## config.mk

```make
export PLATFORM = sky130hd
export DESIGN_NAME = adt7420_temp_display
export DESIGN_NICKNAME = d
export VERILOG_FILES = /design/src/rtl/temp_disp_pkg.sv /design/src/rtl/bin2bcd_seq.sv /design/src/rtl/adt7420_temp_display.sv
export SDC_FILE = /design/constraint.sdc
export NUM_CORES = 1
export LEC_CHECK = 0
export BUFFER_PORTS_ARGS = -buffer_cell sky130_fd_sc_hd__buf_2
export CORE_MARGIN = 10
export CORE_UTILIZATION = 60
export CTS_BUF_LIST = sky130_fd_sc_hd__clkbuf_2
export CTS_CLUSTER_DIAMETER = 120
export CTS_CLUSTER_SIZE = 8
export DETAILED_ROUTE_END_ITERATION = 16
export PLACE_DENSITY = 0.89
export SKIP_CTS_REPAIR_TIMING = 1
export SLEW_MARGIN = 20
export SYNTH_ARGS = -nofsm -noshare
export SYNTH_HDL_FRONTEND = slang
export SYNTH_SLANG_ARGS = --single-unit
```

## constraint.sdc

```tcl
create_clock -name clk -period 7.2 [get_ports clk]
set_input_delay 1.44 -clock clk [delete_from_list [all_inputs] [get_ports clk]]
set_output_delay 1.44 -clock clk [all_outputs]
set_load 0.05 [all_outputs]
```

## src/rtl/temp_disp_pkg.sv

```systemverilog
// Shared types for the ADT7420 temperature display: FSM states, digit codes,
// the active-low 7-segment glyph table and the fraction scale factor.
package temp_disp_pkg;

  typedef enum logic [1:0] {
    ST_IDLE,
    ST_LOAD,
    ST_CONVERT,
    ST_COMMIT
  } state_e;

  // Digit registers hold 0-9 directly; the two codes above 9 are glyph-only.
  localparam logic [3:0] DIG_MINUS = 4'd10;
  localparam logic [3:0] DIG_BLANK = 4'd11;

  // One raw LSB is 0.0625 C, i.e. 625 in units of 0.0001 C.
  localparam int unsigned FRAC_MULT = 625;

  // Segment order {g,f,e,d,c,b,a}, active-low.
  function automatic logic [6:0] seg7_glyph(input logic [3:0] code);
    logic [6:0] g;
    case (code)
      4'd0:      g = 7'h40;
      4'd1:      g = 7'h79;
      4'd2:      g = 7'h24;
      4'd3:      g = 7'h30;
      4'd4:      g = 7'h19;
      4'd5:      g = 7'h12;
      4'd6:      g = 7'h02;
      4'd7:      g = 7'h78;
      4'd8:      g = 7'h00;
      4'd9:      g = 7'h10;
      DIG_MINUS: g = 7'h3F;
      default:   g = 7'h7F;
    endcase
    return g;
  endfunction

endpackage

```

## src/rtl/bin2bcd_seq.sv

```systemverilog
// Iterative double-dabble converter: a start pulse loads the value (performing the
// first shift), then one add-3/shift step per cycle; done holds until the next start.
module bin2bcd_seq #(
  parameter int unsigned W      = 8,
  parameter int unsigned DIGITS = 3
) (
  input  logic                  clk_i,
  input  logic                  rst_i,
  input  logic                  start_i,
  input  logic [W-1:0]          value_i,
  output logic [4*DIGITS-1:0]   bcd_o,
  output logic                  done_o
);

  localparam int unsigned BW = 4 * DIGITS;
  localparam int unsigned CW = $clog2(W + 1);

  logic [BW-1:0]   bcd_q, bcd_d, bcd_adj;
  logic [W-1:0]    bin_q, bin_d;
  logic [BW+W-1:0] shifted;
  logic [CW-1:0]   cnt_q;
  logic            done_q;

  // The BCD field is all zero at load time, so the first step is a bare shift.
  always_comb begin
    bcd_adj = bcd_q;
    for (int unsigned i = 0; i < DIGITS; i++) begin
      if (bcd_q[4*i +: 4] >= 4'd5) begin
        bcd_adj[4*i +: 4] = bcd_q[4*i +: 4] + 4'd3;
      end
    end
    if (start_i) begin
      shifted = {{BW{1'b0}}, value_i} << 1;
    end else begin
      shifted = {bcd_adj, bin_q} << 1;
    end
    bcd_d = shifted[BW+W-1:W];
    bin_d = shifted[W-1:0];
  end

  always_ff @(posedge clk_i) begin
    if (rst_i) begin
      bcd_q  <= '0;
      bin_q  <= '0;
      cnt_q  <= '0;
      done_q <= 1'b0;
    end else if (start_i) begin
      bcd_q  <= bcd_d;
      bin_q  <= bin_d;
      cnt_q  <= CW'(1);
      done_q <= 1'b0;
    end else if (!done_q && cnt_q != '0) begin
      bcd_q <= bcd_d;
      bin_q <= bin_d;
      cnt_q <= cnt_q + CW'(1);
      if (cnt_q == CW'(W - 1)) begin
        done_q <= 1'b1;
      end
    end
  end

  assign bcd_o  = bcd_q;
  assign done_o = done_q;

endmodule

```

## src/rtl/adt7420_temp_display.sv

```systemverilog
// ADT7420 word -> 8-digit 7-seg display (sign, 3 integer, 4 fraction digits), atomic
// digit update and digit scan. rst_n is active-HIGH. Optional alarm: `TEMP_ALARM_EN.
module adt7420_temp_display
  import temp_disp_pkg::*;
#(
  parameter int unsigned SCAN_DIV = 100000,
  parameter int signed   ALARM_HI = 480,
  parameter int signed   ALARM_LO = 464
) (
  input  logic        clk,
  input  logic        rst_n,
  input  logic [15:0] temp_raw,
  output logic [7:0]  an,
  output logic [6:0]  seg,
  output logic        dp,
  output logic        busy,
  output logic        temp_alarm
);

  localparam int unsigned DIV_W = (SCAN_DIV > 1) ? $clog2(SCAN_DIV) : 1;

  state_e      state_q;
  logic [12:0] latched_q;
  logic        first_q;
  logic        busy_q;
  logic        sign_q;
  logic        mag_zero_q;
  logic [3:0]  digit_q [8];

  logic [12:0] raw13_in;
  logic [12:0] mag_in;
  logic [8:0]  int_in;
  logic [13:0] fdec_in;
  logic        conv_start;
  logic [11:0] int_bcd;
  logic [15:0] frac_bcd;
  logic        int_done, frac_done;
  logic [3:0]  hund, tens, ones;
  logic        alarm_lit;
  logic        unused_raw_bits;

  assign unused_raw_bits = ^temp_raw[2:0];

  // Two's-complement magnitude in 13 bits; -4096 maps to 4096 (256.0 C).
  assign raw13_in   = temp_raw[15:3];
  assign mag_in     = raw13_in[12] ? (13'd0 - raw13_in) : raw13_in;
  assign int_in     = mag_in[12:4];
  assign fdec_in    = 14'(mag_in[3:0] * FRAC_MULT);
  assign conv_start = (state_q == ST_LOAD);

  bin2bcd_seq #(.W(9), .DIGITS(3)) u_int_bcd (
    .clk_i   (clk),
    .rst_i   (rst_n),
    .start_i (conv_start),
    .value_i (int_in),
    .bcd_o   (int_bcd),
    .done_o  (int_done)
  );

  bin2bcd_seq #(.W(14), .DIGITS(4)) u_frac_bcd (
    .clk_i   (clk),
    .rst_i   (rst_n),
    .start_i (conv_start),
    .value_i (fdec_in),
    .bcd_o   (frac_bcd),
    .done_o  (frac_done)
  );

  assign hund = int_bcd[11:8];
  assign tens = int_bcd[7:4];
  assign ones = int_bcd[3:0];

  always_ff @(posedge clk) begin
    if (rst_n) begin
      state_q    <= ST_IDLE;
      latched_q  <= '0;
      first_q    <= 1'b1;
      busy_q     <= 1'b0;
      sign_q     <= 1'b0;
      mag_zero_q <= 1'b0;
      for (int unsigned i = 0; i < 8; i++) begin
        digit_q[i] <= DIG_BLANK;
      end
    end else begin
      unique case (state_q)
        ST_IDLE: begin
          if (first_q || raw13_in != latched_q) begin
            state_q <= ST_LOAD;
            busy_q  <= 1'b1;
          end
        end
        ST_LOAD: begin
          latched_q  <= raw13_in;
          first_q    <= 1'b0;
          sign_q     <= raw13_in[12];
          mag_zero_q <= (mag_in == '0);
          state_q    <= ST_CONVERT;
        end
        ST_CONVERT: begin
          if (int_done && frac_done) begin
            state_q <= ST_COMMIT;
          end
        end
        ST_COMMIT: begin
          // All eight digits are written together so the display never tears.
          digit_q[7] <= (sign_q && !mag_zero_q) ? DIG_MINUS : DIG_BLANK;
          digit_q[6] <= (hund == 4'd0) ? DIG_BLANK : hund;
          digit_q[5] <= (hund == 4'd0 && tens == 4'd0) ? DIG_BLANK : tens;
          digit_q[4] <= ones;
          digit_q[3] <= frac_bcd[15:12];
          digit_q[2] <= frac_bcd[11:8];
          digit_q[1] <= frac_bcd[7:4];
          digit_q[0] <= frac_bcd[3:0];
          state_q    <= ST_IDLE;
          busy_q     <= 1'b0;
        end
        default: state_q <= ST_IDLE;
      endcase
    end
  end

  assign busy = busy_q;

`ifdef TEMP_ALARM_EN
  localparam logic signed [12:0] ALARM_HI_S = 13'(ALARM_HI);
  localparam logic signed [12:0] ALARM_LO_S = 13'(ALARM_LO);

  logic signed [12:0] raw13_q;
  logic               alarm_q;

  assign raw13_q = latched_q;

  // Hysteresis band between the two levels holds the previous state.
  always_ff @(posedge clk) begin
    if (rst_n) begin
      alarm_q <= 1'b0;
    end else if (state_q == ST_COMMIT) begin
      if (raw13_q >= ALARM_HI_S) begin
        alarm_q <= 1'b1;
      end else if (raw13_q < ALARM_LO_S) begin
        alarm_q <= 1'b0;
      end
    end
  end

  assign temp_alarm = alarm_q;
  assign alarm_lit  = alarm_q;
`else
  logic [12:0] unused_alarm_cfg;

  assign unused_alarm_cfg = 13'(ALARM_HI) ^ 13'(ALARM_LO);
  assign temp_alarm       = 1'b0;
  assign alarm_lit        = 1'b0;
`endif

  logic [DIV_W-1:0] div_q;
  logic [2:0]       idx_q;
  logic [7:0]       an_q;
  logic [6:0]       seg_q;
  logic             dp_q;

  always_ff @(posedge clk) begin
    if (rst_n) begin
      div_q <= '0;
      idx_q <= '0;
      an_q  <= '1;
      seg_q <= '1;
      dp_q  <= 1'b1;
    end else begin
      if (div_q == DIV_W'(SCAN_DIV - 1)) begin
        div_q <= '0;
        idx_q <= idx_q + 3'd1;
      end else begin
        div_q <= div_q + DIV_W'(1);
      end
      an_q  <= ~(8'd1 << idx_q);
      seg_q <= seg7_glyph(digit_q[idx_q]);
      dp_q  <= ~((idx_q == 3'd4) || (alarm_lit && idx_q == 3'd0));
    end
  end

  assign an  = an_q;
  assign seg = seg_q;
  assign dp  = dp_q;

endmodule
```

==> results of run 1 <==
-- worst min path at each step --
stage	startpoint	end	slack, ns	cells after the start
4_1_cts	div_q[0]	div_q[0]	0.46	1
3_5_place_dp	div_q[0]	div_q[0]	0.43	1
5_1_grt	div_q[0]	div_q[0]	0.47	1
6_report	div_q[0]	div_q[0]	0.46	1
2_1_floorplan	div_q[0]	div_q[0]	0.41	1
3_3_place_gp	div_q[0]	div_q[0]	0.42	1
-- metal layers --
layer	track usage	up-vias	part of all wire
met1	0.174	2453	0.45
met5	0	-	0
li1	-	2719	-
met4	0.0523	0	0.012
met3	0.0479	18	0.040
met2	0.283	75	0.50
-- registers in the layout, summed over array words and instances, names as in the netlist, named ones only --
register and flops:
u_frac_bcd.bin_q 13, seg 7, div_q 17, latched_q 13, u_frac_bcd.cnt_q 4, u_int_bcd.cnt_q 4, u_int_bcd.done_o 1, idx_q 3
state_q 2, u_int_bcd.bin_q 8, busy 1, mag_zero_q 1, u_int_bcd.bcd_o 12, u_frac_bcd.done_o 1, an 8, digit_q 29
u_frac_bcd.bcd_o 16, first_q 1
-- synth_stat cells, types with 4 or more instances --
library cell	number
buf_4	5
a311oi_1	8
or2_2	6
a211oi_1	14
a21o_1	8
mux4_2	5
dfxtp_1	115
xnor2_1	21
mux2i_1	32
o21ai_0	19
buf_1	4
nand2b_1	21
nor2_1	83
nand3_1	15
nor3b_1	4
edfxtp_1	29
xor2_1	37
clkbuf_1	26
nand4_1	6
nor4_1	4
a21oi_1	50
ha_1	50
and2_1	10
and3_1	12
nand2_1	108
nor3_1	5
inv_1	34
a31oi_1	5
-- final cells by class --
| type | instances | area (um^2) |
|---|---|---|
| clock buffers | 20 | 100 |
| clock inverters | 12 | 110 |
| fillers | 939 | 4280 |
| inverters | 34 | 128 |
| multi-input cells | 568 | 3840 |
| flip-flops and latches | 144 | 3170 |
| well taps | 147 | 184 |
| repair buffers | 37 | 200 |
-- power breakdown --
| group | switching (mW) | internal, mW | total, mW |
|---|---|---|---|
| clock network | 0.286 | 0.130 | 0.416 |
| registers | 0.0685 | 0.938 | 1.01 |
| logic | 0.411 | 0.256 | 0.666 |
| total | 0.765 | 1.32 | 2.09 |
-- stage by stage --
step | power, mW | hold WS [ns] | utilization | setup slack, ns
final | 2.09 | 0.460 | 0.644 | 2.80
after global routing | 2.24 | 0.475 | 0.644 | 2.57
after CTS | 2.11 | 0.458 | 0.644 | 2.85
after detailed placement | 1.69 | 0.433 | 0.626 | 2.07
after global placement | 1.66 | 0.423 | 0.626 | 2.15
after floorplan | 1.55 | 0.412 | - | 2.65
-- layout by cell type, fill, tap and decap left out, types with 14 or more instances in the layout --
cell and count:
a21oi_1 50, clkbuf_2 20, nand3_1 15, xnor2_1 21
dfxtp_1 115, o21ai_0 19, edfxtp_1 29, mux2i_1 32
nor2_1 83, buf_2 31, inv_1 34, xor2_1 37
ha_1 50, nand2_1 108, nand2b_1 21, a211oi_1 14
-- critical path: stages --
cell      delay (ns)
buf_2           0.17
inv_1           0.06
ha_1            0.20
nand2b_1        0.15
xnor2_1         0.49
inv_1           0.17
ha_1            0.35
ha_1            0.19
or2_2           0.30
ha_1            0.27
ha_1            0.34
a21o_1          0.19
a21oi_1         0.24
xnor2_1         0.15
nor2_1          0.06
a311oi_1        0.25
-- cells by family (layout without fill, tap and decap cells) --
| kind of cell | Yosys count | count (layout) | share of synthesized area |
|---|---|---|---|
| fa+ha+maj | 51 | 51 | 0.0875 |
| xor+xnor | 58 | 58 | 0.0688 |
| compound gates | 124 | 124 | 0.111 |
| flops | 144 | 144 | 0.430 |
| other cells | 1 | 1 | 0.000508 |
| mux | 40 | 40 | 0.0633 |
| buf+inv | 77 | 103 | 0.0500 |
| simple gates | 294 | 294 | 0.189 |
==> out/metrics.csv, run 1 <==
metric;value;unit
outcome;completed;
Post-Synthesis Cell Area;7380;um^2
area share of the leading cell type in the synthesized netlist;0.312;
NumNets Final;871;
Max Slew Vio Count;0;
final setup violation count;0;
io pins;36;
GRT Residual Overflow;0;
Final period util;0.611;
number of global-route vias before repair;5182;
actual slew at the worst max-slew pin;0.986;ns
minimum clock period;4.40;ns
number of enable flip-flop cells after synthesis;29;
routed vias/inst;5.47;
diodes inserted;0;
drt drc;0;
routed length per instance;13.5;um
die area;17100;um^2
global-route wire length before repair;22200;um
Setup CP Type;in -> reg;
final RePlAce weighted congestion;0.809;
synthesized area per cell;9.35;um^2
die height;131;um
Non-Filler Instances;962;
initial antenna violation count;0;
PwrDens;270;nW/um^2
Slew headroom;0.342;
Max clock buf depth;2;
ys flop type;dfxtp_1;
max cap viols;0;
total negative setup slack;0;ns
worst hold-check path type;reg -> reg;
Worst R2R Start;state_q[1];
startpoint types;primary input;
sequential fraction of the synthesis area;0.430;
DR iter-0 viols;299;
Worst Clk Skew;0.0374;ns
Synth Instances;789;
Core Rows;40;
Post-Syn Nets;858;
CTS tree;built;
I/O Buffers;31;
post-route antenna net violation count;0;
first-pass iteration count of the detailed router;4;
total CTS buffers;17;
crit path max fanout;8;
fmax;227;MHz
clock net sink count;144;
Async S/R FF share, synth;0;
Area contributors post-synth;dfxtp_1 (31%), edfxtp_1 (12%), ha_1 (8.5%);
warnings from Yosys;0;
Critical path origin;temp_raw[3];
Max VDD drop;0.228;mV
routed vias;5265;
Initial Utilization;0.614;
Cell variety after synth;62;
Critical Path End Type;register;
Clock transition at path regs;0.21;ns
aggregate global-route resource usage;0.158;
Worst Path Required;7.83;ns
cell taking the most area after synthesis;dfxtp_1;
Hold Fails Final Rpt;0;
crit path capture;u_frac_bcd.bin_q[11];
fraction of layout cells with a size suffix above 1;0.112;
flop-to-flop setup slack;4.78;ns
Die Wd;131;um
synthesis-to-finish area growth;4.78;%
Cells after DPL;930;
worst-skew pair later-pin latency;0.72;ns
RSZ-0062 raised after global routing;false;
pin count of the biggest net entering global routing;66;
Max H-tree Level;4;
core area;12000;um^2
dpl hpwl;9070;um
final instance area;7730;um^2
Post-Route WL;13000;um
root buf cell;clkbuf_2;
Placement Cell Area;7520;um^2
flops & latches, synth;144;
reg-to-reg endpoint;u_frac_bcd.bin_q[12];
Pleak;2.93;nW
CP arrival;5.04;ns
Worst R2R Path Depth;7;
No activity file was read; power rests on OpenSTA's default activity.
==> run 2: changes to the inputs <==
ABC_AREA = 1   (was default)
clock period = 4.45 ns   (was 7.2 ns; I/O delays follow)
==> out/metrics.csv, run 2 <==
metric;value;unit;change
most frequent cells in the layout;nand2_1 (225), inv_1 (121), dfxtp_1 (115), nor2_1 (87), a21oi_1 (84);;
synthesis-to-finish area growth;5.82;%;
first-pass iteration count of the detailed router;8;;+4
Max Slew Vio Count;0;;unchanged
routed vias;6350;;+21%
Worst Path Required;5.11;ns;-2.72 ns
Die Wd;132;um;+0.95%
global-route wire length before repair;26100;um;+18%
Final Worst Setup Slack;1.33;ns;-1.47 ns
initial antenna violation count;0;;unchanged
final setup violation count;0;;unchanged
Switch Pwr;1.24;mW;+63%
final RePlAce weighted congestion;0.883;;+9.1%
Slew headroom;0.423;;+0.0814
die area;17500;um^2;+1.9%
aggregate global-route resource usage;0.173;;+0.0152
dpl hpwl;10700;um;+18%
Async S/R FF share, synth;0;;unchanged
P_int;1.99;mW;+51%
max cap viols;0;;unchanged
Critical Path End Type;register;;
CTS tree;built;;
ys flop type;dfxtp_1;;
NumNets Final;1085;;+25%
Logic pwr share;0.295;;-0.024
Setup CP Type;in -> reg;;
routed vias/inst;5.31;;-3.0%
die height;132;um;+0.95%
final core occ;0.656;;+0.0128
root buf cell;clkbuf_2;;
switch share;0.384;;+0.0180
Synth Instances;991;;+26%
total negative setup slack;0;ns;unchanged
Pleak;3.24;nW;+10%
drt drc;0;;unchanged
warnings from Yosys;0;;unchanged
Cells after DPL;1165;;+25%
io pins;36;;unchanged
PwrDens;405;nW/um^2;+50%
Power Total;3.24;mW;+55%
DR iter-0 viols;501;;+68%
startpoint types;primary input;;
fmax;320;MHz;
outcome;completed;;
flops & latches, synth;144;;unchanged
number of enable flip-flop cells after synthesis;29;;unchanged
Flop pwr share;0.493;;+0.011
pre-CTS setup slack;0.582;ns;-1.49 ns
final instance area;7980;um^2;+3.3%
most common cell in the netlist;nand2_1;;
actual slew at the worst max-slew pin;0.862;ns;-0.124 ns
Post-synth top cells;nand2_1 (225), inv_1 (121), dfxtp_1 (115);;
minimum clock period;3.12;ns;
number of global-route vias before repair;6128;;+18%
synthesized area per cell;7.61;um^2;-19%
Most flops, register;digit_q;;
total CTS buffers;17;;unchanged
CP arrival;3.78;ns;-1.26 ns
Hold Fails Final Rpt;0;;unchanged
Non-Filler Instances;1196;;+24%
area share of the leading cell type in the synthesized netlist;0.305;;-0.00688
RSZ-0062 raised after global routing;false;;
Post-Route WL;14700;um;+13%
diodes inserted;0;;unchanged
Placement Cell Area;7780;um^2;+3.4%
Max clock buf depth;2;;unchanged
pin count of the biggest net entering global routing;43;;-35%
Cell variety after synth;45;;-27%
Clock power frac;0.213;;+0.014
worst hold-check path type;reg -> reg;;
core area;12200;um^2;+1.3%
routed length per instance;12.3;um;-9.0%
worst-skew pair later-pin latency;0.74;ns;+0.02 ns
crit path max fanout;6;;-2
clock net sink count;144;;unchanged
Worst Clk Skew;0.0236;ns;-0.0138 ns
post-route antenna net violation count;0;;unchanged
I/O Buffers;31;;unchanged
GRT Residual Overflow;0;;unchanged
Core Rows;40;;unchanged
commonest non-fill, non-tap cell in the layout;nand2_1;;
Clock transition at path regs;0.21;ns;about the same
Max H-tree Level;4;;unchanged
Max VDD drop;0.342;mV;+50%
cell taking the most area after synthesis;dfxtp_1;;
Final period util;0.702;;
Area contributors post-synth;dfxtp_1 (31%), edfxtp_1 (12%), nand2_1 (11%);;
Post-Syn Nets;1060;;+24%
WHS;0.463;ns;+0.00350 ns
Initial Utilization;0.620;;+0.00610
fraction of layout cells with a size suffix above 1;0.100;;-0.0115
number of flip-flops in the largest register;29;;unchanged
Post-Synthesis Cell Area;7540;um^2;+2.3%
sequential fraction of the synthesis area;0.421;;-0.00949
run 2: final timing paths:
kind | startpoint | endpoint | slack, ns | cells past startpoint
min reg2reg | div_q[0] | div_q[0] | 0.46 | 1
min | div_q[0] | div_q[0] | 0.46 | 1
max | temp_raw[3] | u_frac_bcd.bin_q[13] | 1.33 | 19
max reg2reg | u_int_bcd.cnt_q[0] | u_int_bcd.bcd_o[2] | 2.05 | 9
run 2: final cells by class:
type | count | area, um^2
fill | 1037 | 4180
multi-input combinational | 687 | 3710
sequential | 144 | 3170
inverter | 129 | 484
tap | 168 | 210
timing repair buffer | 37 | 200
clock inverter | 12 | 113
clock buffer | 19 | 95.1
run 2: kinds of logic after synthesis:
logic type               synth area share
other                            0.000497
XOR/XNOR                           0.0231
AND/OR/NAND/NOR                     0.241
AO/OA/AOI/OAI                       0.141
buffers and inverters              0.0879
adder cells (fa/ha/maj)            0.0856
flip-flops                          0.421
run 2: layer usage:
metal | GRT usage | share of wire | up-vias
met5 | 0 | 0 | -
li1 | - | - | 3276
met1 | 0.199 | 0.46 | 2909
met3 | 0.0545 | 0.047 | 34
met4 | 0.0612 | 0.017 | 0
met2 | 0.295 | 0.48 | 131
run 2: worst max-delay path, stage by stage:
cell and delay, ns:
buf_2 0.15, inv_1 0.10, ha_1 0.23, inv_1 0.09, nand2_2 0.06, xor2_2 0.16
inv_2 0.06, ha_1 0.34, ha_1 0.29, ha_1 0.34, fa_1 0.47, nand3_1 0.09
nand2_1 0.08, nand2_1 0.06, nand2_1 0.07, nand3_1 0.09, nand2_1 0.05, o21bai_1 0.11
inv_1 0.04
run 2: power by group through the flow:
stage	logic [mW]	registers, mW	clock network [mW]
floorplan	0.740	1.63	0
global placement	0.915	1.61	0
detailed placement	0.945	1.62	0
CTS	0.953	1.59	0.702
global route	1.10	1.62	0.762
finish	0.954	1.59	0.688
